`src/rtl/piezo_sequencer.sv`:
```
// piezo_sequencer: queued tone generator for a piezo transducer.
// Host writes (half-period, duration) note words into a DEPTH-entry FIFO;
// notes play back-to-back and Done pulses when the queue drains.
// Optional build macro PIEZO_LOOP_EN adds a Loop input that recirculates
// popped notes to the FIFO tail so the melody repeats.
module piezo_sequencer #(
  parameter int unsigned PERIOD_WIDTH = 24,
  parameter int unsigned DUR_WIDTH    = 16,
  parameter int unsigned DEPTH        = 8,
  parameter int unsigned TICK_DIV     = 100000
) (
  input  logic                              clock,
  input  logic                              reset,
  input  logic [PERIOD_WIDTH+DUR_WIDTH-1:0] data,
  input  logic                              Write,
  output logic                              Ack,
  input  logic                              Flush,
`ifdef PIEZO_LOOP_EN
  input  logic                              Loop,
`endif
  output logic                              Piezo,
  output logic                              Empty,
  output logic                              Full,
  output logic [$clog2(DEPTH):0]            Count,
  output logic                              Busy,
  output logic                              Overflow,
  output logic                              Done
);

  localparam int unsigned WORD_W = PERIOD_WIDTH + DUR_WIDTH;
  localparam int unsigned PTR_W  = $clog2(DEPTH);
  localparam int unsigned CNT_W  = PTR_W + 1;
  localparam int unsigned PRE_W  = (TICK_DIV > 1) ? $clog2(TICK_DIV) : 1;

  typedef enum logic [1:0] {
    S_IDLE = 2'd0,
    S_LOAD = 2'd1,
    S_PLAY = 2'd2
  } state_t;

  state_t state_q, state_d;

  logic [WORD_W-1:0]       mem [DEPTH];
  logic [PTR_W-1:0]        wr_ptr, rd_ptr;
  logic [WORD_W-1:0]       note_q;
  logic [PERIOD_WIDTH-1:0] h_q, tone_q;
  logic [DUR_WIDTH-1:0]    d_q, tick_q;
  logic [PRE_W-1:0]        pre_q;

  logic                    pop, drain, recirc, accept, push, wr_en, ovf_set;
  logic                    pre_last, last_cycle, tone_wrap;
  logic [WORD_W-1:0]       wr_data;
  logic [CNT_W-1:0]        count_d;
  logic [PERIOD_WIDTH-1:0] note_h;
  logic [DUR_WIDTH-1:0]    note_d;

  assign note_h     = note_q[PERIOD_WIDTH-1:0];
  assign note_d     = note_q[WORD_W-1:PERIOD_WIDTH];
  assign pre_last   = (pre_q == PRE_W'(TICK_DIV - 1));
  assign last_cycle = (state_q == S_PLAY) && pre_last && (tick_q == d_q - DUR_WIDTH'(1));
  assign tone_wrap  = (h_q != '0) && (tone_q == h_q - PERIOD_WIDTH'(1));

`ifdef PIEZO_LOOP_EN
  assign recirc = Loop & pop;
`else
  assign recirc = 1'b0;
`endif

  // Host accept is blocked while the FIFO write port carries a recirculated note
  assign accept  = Write & ~Ack & ~recirc;
  assign push    = accept & ~Full & ~Flush;
  assign ovf_set = accept & Full;
  assign wr_en   = push | recirc;
  assign wr_data = recirc ? mem[rd_ptr] : data;
  assign count_d = Count + CNT_W'(wr_en) - CNT_W'(pop);

  // State register
  always_ff @(posedge clock) begin
    if (reset) state_q <= S_IDLE;
    else       state_q <= state_d;
  end

  // Next-state, pop and drain decisions; Flush overrides everything
  always_comb begin
    state_d = state_q;
    pop     = 1'b0;
    drain   = 1'b0;
    case (state_q)
      S_IDLE: begin
        if (!Empty) begin
          pop     = 1'b1;
          state_d = S_LOAD;
        end
      end
      S_LOAD: begin
        if (note_d == '0) begin
          if (!Empty) begin
            pop     = 1'b1;
            state_d = S_LOAD;
          end else begin
            drain   = 1'b1;
            state_d = S_IDLE;
          end
        end else begin
          state_d = S_PLAY;
        end
      end
      S_PLAY: begin
        if (last_cycle) begin
          if (!Empty) begin
            pop     = 1'b1;
            state_d = S_LOAD;
          end else begin
            drain   = 1'b1;
            state_d = S_IDLE;
          end
        end
      end
      default: state_d = S_IDLE;
    endcase
    if (Flush) begin
      state_d = S_IDLE;
      pop     = 1'b0;
      drain   = 1'b0;
    end
  end

  // Bus acknowledge: rises on accept, held while Write stays high
  always_ff @(posedge clock) begin
    if (reset) Ack <= 1'b0;
    else       Ack <= Write & (Ack | accept);
  end

  // FIFO storage
  always_ff @(posedge clock) begin
    if (wr_en) mem[wr_ptr] <= wr_data;
  end

  // FIFO pointers, occupancy and status flags
  always_ff @(posedge clock) begin
    if (reset || Flush) begin
      wr_ptr <= '0;
      rd_ptr <= '0;
      Count  <= '0;
      Empty  <= 1'b1;
      Full   <= 1'b0;
    end else begin
      if (wr_en) wr_ptr <= wr_ptr + PTR_W'(1);
      if (pop)   rd_ptr <= rd_ptr + PTR_W'(1);
      Count <= count_d;
      Empty <= (count_d == '0);
      Full  <= (count_d == CNT_W'(DEPTH));
    end
  end

  // Popped note word, consumed by LOAD
  always_ff @(posedge clock) begin
    if (reset)    note_q <= '0;
    else if (pop) note_q <= mem[rd_ptr];
  end

  // Note parameters and tone/prescaler/tick counters
  always_ff @(posedge clock) begin
    if (reset) begin
      h_q    <= '0;
      d_q    <= '0;
      tone_q <= '0;
      pre_q  <= '0;
      tick_q <= '0;
    end else if (state_q == S_LOAD) begin
      h_q    <= note_h;
      d_q    <= note_d;
      tone_q <= '0;
      pre_q  <= '0;
      tick_q <= '0;
    end else if (state_q == S_PLAY) begin
      if (tone_wrap)       tone_q <= '0;
      else if (h_q != '0) tone_q <= tone_q + PERIOD_WIDTH'(1);
      if (pre_last) begin
        pre_q  <= '0;
        tick_q <= tick_q + DUR_WIDTH'(1);
      end else begin
        pre_q  <= pre_q + PRE_W'(1);
      end
    end
  end

  // Transducer drive: toggles on tone wrap while a note keeps playing, else low
  always_ff @(posedge clock) begin
    if (reset || Flush)                      Piezo <= 1'b0;
    else if (state_q == S_PLAY && !last_cycle) begin
      if (tone_wrap) Piezo <= ~Piezo;
    end else                                  Piezo <= 1'b0;
  end

  // Sticky overflow flag, cleared by Flush
  always_ff @(posedge clock) begin
    if (reset || Flush) Overflow <= 1'b0;
    else if (ovf_set)   Overflow <= 1'b1;
  end

  // Done pulse and Busy status
  always_ff @(posedge clock) begin
    if (reset) begin
      Done <= 1'b0;
      Busy <= 1'b0;
    end else begin
      Done <= drain;
      Busy <= (state_d != S_IDLE);
    end
  end

endmodule

```
`config.mk`:
```
export PLATFORM = sky130hd
export DESIGN_NAME = piezo_sequencer
export DESIGN_NICKNAME = d
export VERILOG_FILES = /design/src/rtl/piezo_sequencer.sv
export SDC_FILE = /design/constraint.sdc
export NUM_CORES = 1
export LEC_CHECK = 0
export CORE_ASPECT_RATIO = 1.5
export CORE_MARGIN = 8
export CORE_UTILIZATION = 61
export CTS_CLUSTER_SIZE = 40
export DETAILED_ROUTE_END_ITERATION = 8
export PLACE_DENSITY = 0.8
export SLEW_MARGIN = 40
export SYNTH_ARGS = -nofsm -noshare
export SYNTH_HDL_FRONTEND = slang
export SYNTH_SLANG_ARGS = --single-unit
export TNS_END_PERCENT = 10
```
`constraint.sdc`:
```
create_clock -name clock -period 6.9 [get_ports clock]
set_clock_uncertainty 0.2 [all_clocks]
set_input_delay 1.38 -clock clock [delete_from_list [all_inputs] [get_ports clock]]
set_output_delay 1.38 -clock clock [all_outputs]
set_load 0.01 [all_outputs]
```
==> metrics.txt, run 1 <==
setup repair bufs after CTS 0; CTS H-tree depth 2; Worst Setup Start Kind flop; # placed instances between 1500 and 2000; Slew Viols, Final 0; syn avg cell area around 14 um^2; Synth top cells by count 320 x edfxtp_1, 156 x dfxtp_1, 135 x nor2_1; status finished, final reports clean; Comb pwr share 5.4%; Reg clk slew, reported paths 0.06 ns; Layout fillers 2127; WL final 40.27 mm; syn_nets 1440; Vias 11518; asr flop ratio synth 0%; post-CTS resize count 0; max_slew headroom between 40% and 50%; Worst Tran Pin Value ~0.88 ns; core area approximately 32000 um^2; number of synthesized flops with an enable pin 320; DR iter-0 viols 752; Hold Path Class reg -> reg; top cells by area, synth edfxtp_1 48%, dfxtp_1 16%, mux4_2 9.1%; share of cells above drive strength 1 around 14%; CP Class reg -> reg; width of the die 163.3 um; Die Span Y 236.9 um; setup_tns 0 ns; synth unique cells slightly above 70; Mapped Cells 1379; maximum clock rate 202.9 MHz; worst vdd ir around 0.24 mV; MaxCap Viol Count 0; Critical Path End Type flop; final hold slack 0.2882 ns; nets 1483; Num CTS Buffers 42; Int Power 0.004506 W; CTS tree built; Finish-stage setup viols 0; GRT Util Overall 20.92%; initial core utilization 61.39%; top_reg_cell synth edfxtp_1; ANT cells 0; final std cells w/o fill 1871; initial antenna violation count 0; Clock Path Buffers 3; worst path arrival time 5.17 ns; sequential power share 54.7%; area delta synth->final 11.76%; detailed-placement wirelength estimate 24.89 mm; flop-to-flop setup slack 1.97 ns; IO buf count 54; CP Max Fanout 42; Synth Warn # 0; post-synth top area cell edfxtp_1; via/cell ratio 6.156; vias in the first global route 11811; final RePlAce weighted congestion 0.8810; Skew-Pair Late Insertion Delay 0.55 ns; Placement Cell Area between 20000 and 25000 um^2; Hold Fails Final Rpt 0; # rows about 80; RSZ-0062 raised after global routing false; grt total ovfl 0; LEAKAGE around 7 nW; final instance area 22180 um^2; Hold Buf Count CTS 0; Avg WL per Cell around 22 um; largest net degree at the start of global routing 73; Synth Cell Area 19850 um^2; Final ANT Viol Nets 0; Clk network pwr share 39.9%; Req. time, crit path 7.14 ns; Root Buffer clkbuf_16; DR pass1 iterations 5; top-count cell post-synth edfxtp_1; Tcrit/Tclk final 71.44%; Sw Ratio 20.94%; Residual DRC 0; crit path time final 4.930 ns; Sink Count 476; P_sw 0.001194 W; IO Count 55; first-pass GRT wire length 63.54 mm; top cell type's share of synthesized area 48.41%; Seq/Total Area, Yosys 64.15%; flops & latches, synth 476; full die area 38680 um^2; pwr dens between 200 and 300 nW/um^2; Design Power 0.005700 W
## layout by cell type, fill, tap and decap left out, drive strengths merged, types with 15 or more instances in the layout
cell type / Yosys / final
a211oi: 42 / 42
a21oi: 60 / 60
buf: 28 / 20
clkbuf: 46 / 57
clkdlybuf4s50: 0 / 53
clkinv: 0 / 18
dfxtp: 156 / 156
edfxtp: 320 / 320
ha: 16 / 16
inv: 23 / 23
mux2i: 87 / 87
mux4: 80 / 80
nand2: 41 / 41
nand3: 35 / 35
nand4: 21 / 21
nor2: 136 / 136
nor3: 20 / 20
nor4: 15 / 15
o21ai: 23 / 23
or3: 16 / 16
xnor2: 43 / 43
xor2: 46 / 46
## power by group through the flow
stage	clock, W	sequential, W	combinational, W
after floorplan	0	0.00317	0.000202
after global placement	0	0.00318	0.000296
after detailed placement	0	0.00318	0.000309
after CTS	0.00231	0.00312	0.000313
after global routing	0.00241	0.00312	0.000338
final	0.00227	0.00312	0.000311
## cell type report
cell class                 count  area (um^2)  share of cell area, %
timing repair buffer          73        694.4                  3.131
sequential                   476        12740                  57.44
tap                          415        519.2                  2.341
inverter                      23        86.33                 0.3892
clock inverter                21        171.4                 0.7728
multi-input combinational    806         6780                  30.57
clock buffer                  57         1189                  5.359
## flip-flops by register name, indices dropped and copies added, names as in the netlist
register / flops
mem: 320
note_q: 40
Ack: 1
pre_q: 17
tick_q: 16
rd_ptr: 3
state_q: 2
Busy: 1
Done: 1
tone_q: 24
d_q: 16
Full: 1
wr_ptr: 3
Overflow: 1
Empty: 1
Piezo: 1
Count: 4
h_q: 24
## worst max-delay path, stage by stage, from the launching register on
cell and delay [ns]:
dfxtp_1 0.37, inv_1 0.09, ha_1 0.20, nor3b_1 0.74, nand4_1 0.31, or3b_1 0.44, a31oi_1 0.21, o22ai_1 0.18
o21a_1 0.28, nor2_4 0.11, buf_4 0.38, ha_1 0.22, inv_1 0.07, ha_1 0.28, a21o_1 0.16, a21oi_1 0.17
xnor2_1 0.10, and2_1 0.16, and3_1 0.15
## routing by layer
| layer | global-route usage, % | vias to the layer above | share of wire [%] | wire length (um) |
|---|---|---|---|---|
| met5 | 0 | - | 0 | 0 |
| met4 | 8.840 | 0 | 3.5 | 1391 |
| met3 | 3.111 | 90 | 5.0 | 2007 |
| met2 | 37.36 | 348 | 53 | 21460 |
| met1 | 24.50 | 5710 | 38 | 15410 |
| li1 | - | 5370 | - | - |
## kinds of logic after synthesis
logic type      synth area share (%)
flops                          64.15
simple gates                   9.305
compound gates                 5.894
mux                            13.58
buf+inv                        2.036
xor+xnor                       3.927
fa+ha+maj                      1.109
## stage by stage
| stage | setup WS [ns] | utilization, % |
|---|---|---|
| finish | 1.970 | 68.61 |
| global route | 1.699 | 68.61 |
| CTS | 1.976 | 68.59 |
| detailed placement | 2.000 | 64.38 |
| global placement | 2.150 | 64.29 |
| floorplan | 1.337 | - |
## path summary, 6_finish.rpt
kind	start	to	cells past startpoint
worst max-delay path	d_q[0]	Full	18
worst min register to register	Overflow	Overflow	2
worst min-delay path	Overflow	Overflow	2
worst max register to register	d_q[0]	Full	18
Power figures use the tool's default switching activity.
==> run 2, diff against run 1 <==
--- a/config.mk
+++ b/config.mk
@@ -7,10 +7,10 @@
 export LEC_CHECK = 0
 export CORE_ASPECT_RATIO = 1.5
 export CORE_MARGIN = 8
-export CORE_UTILIZATION = 61
+export CORE_UTILIZATION = 56
 export CTS_CLUSTER_SIZE = 40
 export DETAILED_ROUTE_END_ITERATION = 8
-export PLACE_DENSITY = 0.8
+export PLACE_DENSITY = 0.77
 export SLEW_MARGIN = 40
 export SYNTH_ARGS = -nofsm -noshare
 export SYNTH_HDL_FRONTEND = slang
==> constraint.sdc (replaced) <==
create_clock -name clock -period 4.3 [get_ports clock]
set_clock_uncertainty 0.2 [all_clocks]
set_input_delay 0.86 -clock clock [delete_from_list [all_inputs] [get_ports clock]]
set_output_delay 0.86 -clock clock [all_outputs]
set_load 0.01 [all_outputs]
==> metrics.txt, run 2 (synthesis results as in run 1) <==
CP Cell Sequence or4_4 > or4b_4 > a211oi_2 > nor2_1 > or4_4 > o21a_4 > nor2_4 > ha_1 > inv_1 > ha_2 > fa_1 > nor2_2 > nand2_1 > o21ai_1; Finish-stage setup viols 0 (unchanged); Vias 11493 (-0.22%); LEAKAGE 7.116 nW (+0.75%); Slowest cell on crit path or4_4; final setup margin 0.1452 ns (-1.825 ns); detailed-placement wirelength estimate 24.78 mm (-0.44%); # placed instances 1864 (+4.0%); IO buf count 54 (unchanged); Design Power 0.009104 W (+60%); DR iter-0 viols 728 (-3.2%); Clock Path Buffers 3 (unchanged); Final ANT Viol Nets 0 (unchanged); worst vdd ir 0.3903 mV (+61%); nets 1497 (+0.94%); Hold Fails Final Rpt 0 (unchanged); Residual DRC 0 (unchanged); vias in the first global route 11798 (-0.11%); Worst Setup Start Kind flop; Hold Buf Count CTS 0 (unchanged); P_sw 0.001947 W (+63%); worst path arrival time 4.43 ns (-0.74 ns); Largest register FFs 320 (unchanged); biggest regs mem: 320 flops, note_q: 40 flops; Num CTS Buffers 43 (+2.4%); Worst Tran Pin Value 0.7149 ns (-0.1672 ns); GRT Util Overall 19.28% (-1.6 points); most flop-heavy register mem; final instance area 22460 um^2 (+1.3%); area delta synth->final 13.17%; Placement Cell Area 21100 um^2 (+1.4%); Crit path largest cell delay 0.57 ns (-0.17 ns); CTS tree built; MaxCap Viol Count 0 (unchanged); Skew-Pair Late Insertion Delay 0.55 ns (about the same); Req. time, crit path 4.58 ns (-2.56 ns); initial antenna violation count 3 (+3); Root Buffer clkbuf_16; core area 35000 um^2 (+8.3%); maximum clock rate 240.7 MHz (+19%); full die area 41850 um^2 (+8.2%); IO Count 55 (unchanged); status finished, final reports clean; final RePlAce weighted congestion 0.8665 (-1.6%); CP dominant cell by count or4_4; post-CTS resize count 0 (unchanged); max_slew headroom 52.12% (+11 points); Die Span Y 246.6 um (+4.1%); sequential power share 54.9% (+0.2 points); grt total ovfl 0 (unchanged); via/cell ratio 5.918 (-3.9%); Tcrit/Tclk final 96.62% (+25 points); width of the die 169.7 um (+3.9%); Sw Ratio 21.39% (+0.45 points); setup_tns 0 ns (unchanged); Int Power 0.007157 W (+59%); Avg WL per Cell 20.52 um (-4.7%); Post-Place Worst Slack 0.05720 ns (-1.943 ns); # rows 84 (+3.7%); first-pass GRT wire length 63.07 mm (-0.73%); initial core utilization 56.71% (-4.7 points); Sink Count 476 (unchanged); Reg clk slew, reported paths 0.06 ns (about the same); most common cell after layout, fill and taps aside edfxtp_1; DR pass1 iterations 6 (+1); largest net degree at the start of global routing 72 (-1.4%); Critical Path End Type flop; setup repair bufs after CTS 0 (unchanged); CP Class reg -> reg; final std cells w/o fill 1942 (+3.8%); Slew Viols, Final 0 (unchanged); CP Max Fanout 6 (-86%); Hold Path Class reg -> reg; Comb pwr share 5.6% (+0.2 points); pwr dens 405.3 nW/um^2 (+58%); Clk network pwr share 39.5% (-0.4 points); CTS H-tree depth 2 (unchanged); crit path time final 4.155 ns (-0.7748 ns); share of cells above drive strength 1 14.93% (+1.1 points); commonest cells after routing, fill and taps aside 320 x edfxtp_1, 152 x dfxtp_1, 128 x nor2_1; WL final 39.85 mm (-1.0%)
-- run 2: power by group through the flow --
stage / logic, W / clock network (W) / registers, W
6_report: 0.000506 / 0.00360 / 0.00500
5_1_grt: 0.000554 / 0.00384 / 0.00501
4_1_cts: 0.000501 / 0.00367 / 0.00500
3_5_place_dp: 0.000498 / 0 / 0.00510
3_3_place_gp: 0.000486 / 0 / 0.00510
2_1_floorplan: 0.000325 / 0 / 0.00508
-- run 2: worst paths after layout --
check / from / end / slack (ns) / cells past startpoint
worst max-delay path: d_q[0] / Empty / 0.15 / 14
worst min register to register: Overflow / Overflow / 0.29 / 2
worst min-delay path: Overflow / Overflow / 0.29 / 2
worst max register to register: d_q[0] / Empty / 0.15 / 14
-- run 2: metal layers --
| layer | up-vias | global-route usage, % | part of all wire (%) |
|---|---|---|---|
| met4 | 2 | 7.726 | 3.0 |
| li1 | 5394 | - | - |
| met5 | - | 0 | 0.033 |
| met3 | 75 | 3.012 | 4.7 |
| met2 | 273 | 35.14 | 53 |
| met1 | 5749 | 22.26 | 40 |
-- run 2: worst max-delay path: cells and delay by family, from the launching register on --
family	cells	cell delay (ns)
simple gates	7	2.08
flops	1	0.35
buf+inv	1	0.06
compound gates	3	0.55
fa+ha+maj	3	0.85
-- run 2: layout make-up --
cell class	count	area [um^2]
multi-input cells	806	6813
flip-flops and latches	476	12740
clock buffers	52	1161
fillers	2447	12540
diodes	2	5.005
clock inverters	24	161.4
well taps	473	591.8
repair buffers	86	900.9
inverters	23	86.33
-- run 2: stage by stage --
step | hold WS (ns) | utilization (%)
floorplan | 0.2643 | -
global route | 0.3091 | 64.17
finish | 0.2869 | 64.18
detailed placement | 0.2745 | 60.29
CTS | 0.2885 | 64.07
global placement | 0.2508 | 60.29
